File: src/rtl/seg_p2s_tx.sv
// Serial transmitter for the 64-bit segment-text frame: shifts MSB first into the
// external register chain on s_clk, then pulses s_pen so all digits update together.
module seg_p2s_tx #(
    parameter int DIV   = 2,
    parameter int NBITS = 64
) (
    input  logic             clk,
    input  logic             rst,
    input  logic             start,
    input  logic [NBITS-1:0] data,
    output logic             busy,
    output logic             done,
    output logic             s_clk,
    output logic             s_dat,
    output logic             s_pen,
    output logic             s_clr
);

    localparam int              DW       = $clog2(DIV) + 1;
    localparam logic [DW-1:0]   DIV_LAST = DW'(DIV - 1);
    localparam logic [5:0]      BIT_LAST = 6'(NBITS - 1);

    typedef enum logic [1:0] {IDLE, SHIFT_LO, SHIFT_HI, LATCH} state_t;

    state_t           state, state_n;
    logic [NBITS-1:0] sh, sh_n;
    logic [5:0]       bit_cnt, bit_cnt_n;
    logic [DW-1:0]    div_cnt, div_cnt_n;
    logic             busy_n, done_n, s_clk_n, s_dat_n, s_pen_n;
    logic             div_end;

    assign div_end = (div_cnt == DIV_LAST);

    always_ff @(posedge clk or posedge rst) begin
        if (rst) begin
            state   <= IDLE;
            bit_cnt <= '0;
            div_cnt <= '0;
            busy    <= 1'b0;
            done    <= 1'b0;
            s_clk   <= 1'b0;
            s_dat   <= 1'b0;
            s_pen   <= 1'b0;
            s_clr   <= 1'b0;
        end else begin
            state   <= state_n;
            bit_cnt <= bit_cnt_n;
            div_cnt <= div_cnt_n;
            busy    <= busy_n;
            done    <= done_n;
            s_clk   <= s_clk_n;
            s_dat   <= s_dat_n;
            s_pen   <= s_pen_n;
            // Chain clear is released once after reset and then held inactive.
            s_clr   <= 1'b1;
        end
    end

    // Frame shift register carries only data; its content is don't-care outside a frame.
    always_ff @(posedge clk) begin
        sh <= sh_n;
    end

    always_comb begin
        state_n   = state;
        sh_n      = sh;
        bit_cnt_n = bit_cnt;
        div_cnt_n = div_cnt;
        busy_n    = busy;
        done_n    = 1'b0;
        s_clk_n   = s_clk;
        s_dat_n   = s_dat;
        s_pen_n   = s_pen;

        case (state)
            IDLE: begin
                if (start) begin
                    sh_n      = data;
                    s_dat_n   = data[NBITS-1];
                    bit_cnt_n = '0;
                    div_cnt_n = '0;
                    busy_n    = 1'b1;
                    s_clk_n   = 1'b0;
                    state_n   = SHIFT_LO;
                end
            end
            SHIFT_LO: begin
                if (div_end) begin
                    s_clk_n   = 1'b1;
                    div_cnt_n = '0;
                    state_n   = SHIFT_HI;
                end else begin
                    div_cnt_n = div_cnt + 1'b1;
                end
            end
            SHIFT_HI: begin
                if (div_end) begin
                    s_clk_n   = 1'b0;
                    div_cnt_n = '0;
                    if (bit_cnt == BIT_LAST) begin
                        s_pen_n = 1'b1;
                        state_n = LATCH;
                    end else begin
                        // Next bit is presented on the falling edge for full setup time.
                        sh_n      = sh << 1;
                        s_dat_n   = sh[NBITS-2];
                        bit_cnt_n = bit_cnt + 6'd1;
                        state_n   = SHIFT_LO;
                    end
                end else begin
                    div_cnt_n = div_cnt + 1'b1;
                end
            end
            LATCH: begin
                if (div_end) begin
                    div_cnt_n = '0;
                    s_pen_n   = 1'b0;
                    s_dat_n   = 1'b0;
                    busy_n    = 1'b0;
                    done_n    = 1'b1;
                    state_n   = IDLE;
                end else begin
                    div_cnt_n = div_cnt + 1'b1;
                end
            end
            default: state_n = IDLE;
        endcase
    end

endmodule

File: config.mk
export PLATFORM = sky130hd
export DESIGN_NAME = seg_p2s_tx
export DESIGN_NICKNAME = d
export VERILOG_FILES = /design/src/rtl/seg_p2s_tx.sv
export SDC_FILE = /design/constraint.sdc
export NUM_CORES = 1
export LEC_CHECK = 0
export CAP_MARGIN = 20
export CORE_MARGIN = 1.5
export CORE_UTILIZATION = 30
export CTS_CLUSTER_DIAMETER = 100
export DETAILED_ROUTE_END_ITERATION = 7
export PLACE_DENSITY = 0.64
export SLEW_MARGIN = 0
export SYNTH_ARGS = -nofsm -noshare
export SYNTH_HDL_FRONTEND = slang
export SYNTH_SLANG_ARGS = --single-unit
File: constraint.sdc
create_clock -name clk -period 3.4 [get_ports clk]
set_input_delay 1.02 -clock clk [delete_from_list [all_inputs] [get_ports clk]]
set_output_delay 1.02 -clock clk [all_outputs]
set_load 0.05 [all_outputs]
Word level (Yosys, flattened, before mapping)

Cells that the tools add are included.
W data, S select, Z words.

Word-level logic and storage cells: 68
Flip-flop bits (word level): 79
Output and inout bits: 6
Input port bits: 67

Muxes and demuxes: 32
$add $sub $neg: 2
Eq/ne operators: 11
Reduce and logical (&&, ||, !) cells: 13

Operator list:

| cell                  | count |
|---|---|
| $mux W63              | 3 |
| $pmux W63 S2          | 1 |
| $mux W6               | 3 |
| $reduce_and A4 Y1     | 4 |
| $mux W2               | 7 |
| $ne A2 B2 Y1 const B  | 6 |
| $pmux W6 S2           | 1 |
| $mux W1               | 11 |
| $pmux W2 S4           | 1 |
| $add A6 B1 Y6 const B | 1 |
| $eq A6 B6 Y1 const B  | 1 |
| $pmux W1 S3           | 2 |
| $reduce_bool A2 Y1    | 3 |
| $reduce_bool A3 Y1    | 2 |
| $reduce_and A5 Y1     | 1 |
| $eq A2 B1 Y1 const B  | 2 |
| $eq A2 B2 Y1 const B  | 2 |
| $pmux W1 S2           | 2 |
| $pmux W2 S2           | 1 |
| $reduce_and A3 Y1     | 1 |
| $reduce_or A3 Y1      | 1 |
| $add A2 B1 Y2 const B | 1 |
| $logic_not A2 Y1      | 1 |

Depth between registers and ports, before layout

Depth after elaboration: 4
Depth in mapped cells: 6
Gate-level depth less buffers: 6

Worst setup path after synthesis

Ideal clock, no wire load.

Kind: register to register
Start: reg bit_cnt[0]
End: reg sh[0], enable pin
Arrival: 2.510 ns
Data required time: 2.982 ns
Path slack: 0.472 ns
Setup time: 0.418 ns
Clock period less this slack: 2.928 ns
Cell stages (with the launch flop): 6
Buffers on the path: 0
Path through: dfrtp_1 > ha_1 > and3_4 > a311oi_4 > a21oi_2 > inv_1

Cells in the longest elaborated chain, start to end: 3

RTL lines:

| what                               | line | RTL |
|---|---|---|
| start, declared                    | 27   | `logic [5:0] bit_cnt, bit_cnt_n;` |
| start signal, assigned             | 47   | `bit_cnt <= bit_cnt_n;` |
| $eq A6 B6 Y1                       | 100  | `if (bit_cnt == BIT_LAST) begin` |
| $ne A2 B2 Y1 (no source line)      | -    |  |
| $reduce_and A4 Y1 (no source line) | -    |  |
| end signal, assigned               | 61   | `sh <= sh_n;` |
| end, declared                      | 26   | `logic [NBITS-1:0] sh, sh_n;` |

No other way between the ends.
A chain may end at the register's enable or synchronous reset.

Final worst setup path

Start: reg busy
End: out busy

RTL lines:

| what                   | line | RTL |
|---|---|---|
| start, declared        | 11   | `output logic busy,` |
| start signal, assigned | 49   | `busy <= busy_n;` |

No word-level cell between the ends.

==> metrics.yaml <==
min-delay-start: "s_pen"
dieHeight_um: 110.2
max_slew_margin_pct: 59.31
path_cells: "clkdlybuf4s50_1"
p_total_w: 0.002122
timing.rr.end: "sh[5]"
synth_top_cells_by_area: "edfxtp_1, mux2_2, dfrtp_1, buf_4, o21ai_0"
cp.required_ns: 2.38
startpoint_type: "flop"
synth_warnings: 0
outcome: "complete, no violations"
wirelength_um: 6124
crit_fanout: 3
met2_usage_pct: 17.21
p_per_area_nw_per_um2: 457.6
via_per_inst: 4.580
root_buffer: "clkbuf_16"
grt_max_degree: 65
syn_nets: 276
globalRouteMet3Util_pct: 5.350
synth_top_area_share_pct: 54.90
routedWlPerCell_um: 14.21
pin_count: 73
hold_end: "s_pen"
yosys.area.top_type: "edfxtp_1"
initial_core_util_pct: 31.24
cp.arrival_ns: 1.51
syn_area_um2: 3446
cp_num_buf_inv: 1
finalInstanceArea_um2: 4637
final_hold_viol_count: 0
synth_edf_count: 63
postPlaceCellArea_um2: 4320
track_usage_pct: 11.12
holdWs_ns: 0.5013
die_width_um: 110.2
skew_ns: 0.002996
grt_pass1_wl_um: 9956
first_pass_iters: 4
drt_iter0_drc: 70
crit_type: "reg2out"
diodes: 0
rsz0062_at_grt: "no"
die_area_um2: 12140
cp_top_family: "buffers and inverters"
async_flop_share_pct: 20.25
hpwl_um: 3807
multiInputGateArea_um2: 1082
synth.avg_cell_area_um2: 16.57
cts_buffers: 9
fillers: 1022
yosysSeqAreaShare_pct: 66.52
postLayoutCoreUtil_pct: 42.04
grt_remaining_overflow: 0
setup_viol: 0
slew_viol_final: 0
clkPwrFrac_pct: 47.3
clock-sinks: 79
hold_buffers: 0
clk_pin_slew_ns: 0.06
core_area_um2: 11030
port_buffers: 72
grt_antenna_before_repair: 0
antenna_left: 0
r2r_slack_ns: 1.23
ir_worst_vdd_mv: 0.2516
clock_latency_ns: 0.33
nets: 354
cts_buffer_depth: 2
holdCritPathClass: "reg2reg"
pwr-share-comb_pct: 4.0
setup_tns_ns: 0
seq_area_um2: 2292
synth_ff_type: "edfxtp_1"
place_congestion: 0.7248
worst_path_max_delay_cell: "clkdlybuf4s50_1"
post_cts.repair.setup_buffers: 0
endpoint_kind: "primary output"
crit_path_max_incr_delay_ns: 0.81
leakagePower_nw: 1.652
vias: 1974
cts.htree.levels: 3
share_seq_of_total_power_pct: 48.7
grt.busiest_layer: "met2"
syn_inst: 208
fmax_mhz: 394.9
rows: 38
first_global_vias: 2063
maxCapViolations: 0
cts_tree: "yes"
ys_types: 36
intPower_w: 0.001728
remaining_drc_errors: 0
globalRouteMet1Util_pct: 13.91
timing.final.crit_share_pct: 74.49
post-route-min-period_ns: 2.533
syn2layout_area_growth_pct: 34.57
p_switching_w: 0.0003939
drive_gt1_share_pct: 28.52
rr_startpoint: "state[1]"
ys_ff_latch: 79
ctsResizeCount: 0
reg2regPathDepth: 4
swShare_pct: 18.56
worst_pin_slew_ns: 0.6096
min_path_cells: 2
## synth_stat cells (2+ instances only)
master    number
a22o_1         2
nand2b_1       2
and3_1         3
mux2_1         3
mux2_2        59
o21ai_0        8
nand2_1        6
inv_1          4
buf_4          7
dfrtp_1       16
nand3_1        3
edfxtp_1      63
a21oi_1        5
nor2_1         5
## metrics by stage
stage / setup WS, ns / std cells
after floorplan: 0.4721 / 208
after detailed placement: 0.9175 / 415
after global placement: 0.9403 / 415
final: 0.8675 / 431
after CTS: 0.8463 / 431
after global routing: 0.8001 / 431
## placed cells by master, fill, tap and decap left out, drive strengths merged, types with 3 or more instances in the layout
master,instances
clkdlybuf4s50,72
edfxtp,63
mux2,63
dfrtp,16
clkbuf,15
o21ai,8
nand2,6
nor2,6
a21oi,6
and3,4
inv,4
nand3,3
a22o,3
buf,3
## worst max path at each step
stage | to | cells after the start | slack (ns) | from
finish | busy | 1 | 0.87 | busy
global route | busy | 1 | 0.80 | busy
CTS | busy | 1 | 0.85 | busy
detailed placement | sh[10] | 4 | 0.92 | start
global placement | sh[34] | 4 | 0.94 | start
floorplan | sh[0] | 5 | 0.47 | bit_cnt[0]
## per-layer routing
layer / wire length [µm] / share of wire (%) / up-vias
li1: - / - / 945
met1: 2807 / 46 / 959
met2: 2767 / 45 / 65
met3: 486 / 7.9 / 5
met4: 63 / 1.0 / 0
met5: 0 / 0 / -
## logic make-up after synthesis
family,Yosys count,share of synthesized area (%)
adder cells (fa/ha/maj),1,0.3631
XOR/XNOR,1,0.2542
AO/OA/AOI/OAI,24,5.157
flip-flops,79,66.52
AND/OR/NAND/NOR,26,4.539
multiplexers,64,20.99
other,1,0.1088
buffers and inverters,12,2.069
## layout make-up
type | instances | area share (%)
Sequential cell | 79 | 49.43
Multi-Input combinational cell | 117 | 23.34
Timing Repair Buffer | 75 | 16.30
Clock buffer | 15 | 6.719
Tap cell | 140 | 3.778
Inverter | 4 | 0.3238
Clock inverter | 1 | 0.1079
## power groups by stage
stage	clock (W)	combinational [W]	sequential, W
4_1_cts	0.00104	0.0000872	0.00103
5_1_grt	0.00107	0.0000915	0.00103
6_report	0.00100	0.0000853	0.00103
2_1_floorplan	0	0.00000415	0.00105
3_5_place_dp	0	0.0000865	0.00105
3_3_place_gp	0	0.0000867	0.00105
## sequential cells by signal, summed over array words and instances, names as in the netlist
signal	count
s_clr	1
done	1
busy	1
s_dat	1
bit_cnt	6
sh	63
s_clk	1
state	2
div_cnt	2
s_pen	1
(Power assumes the default switching activity.)
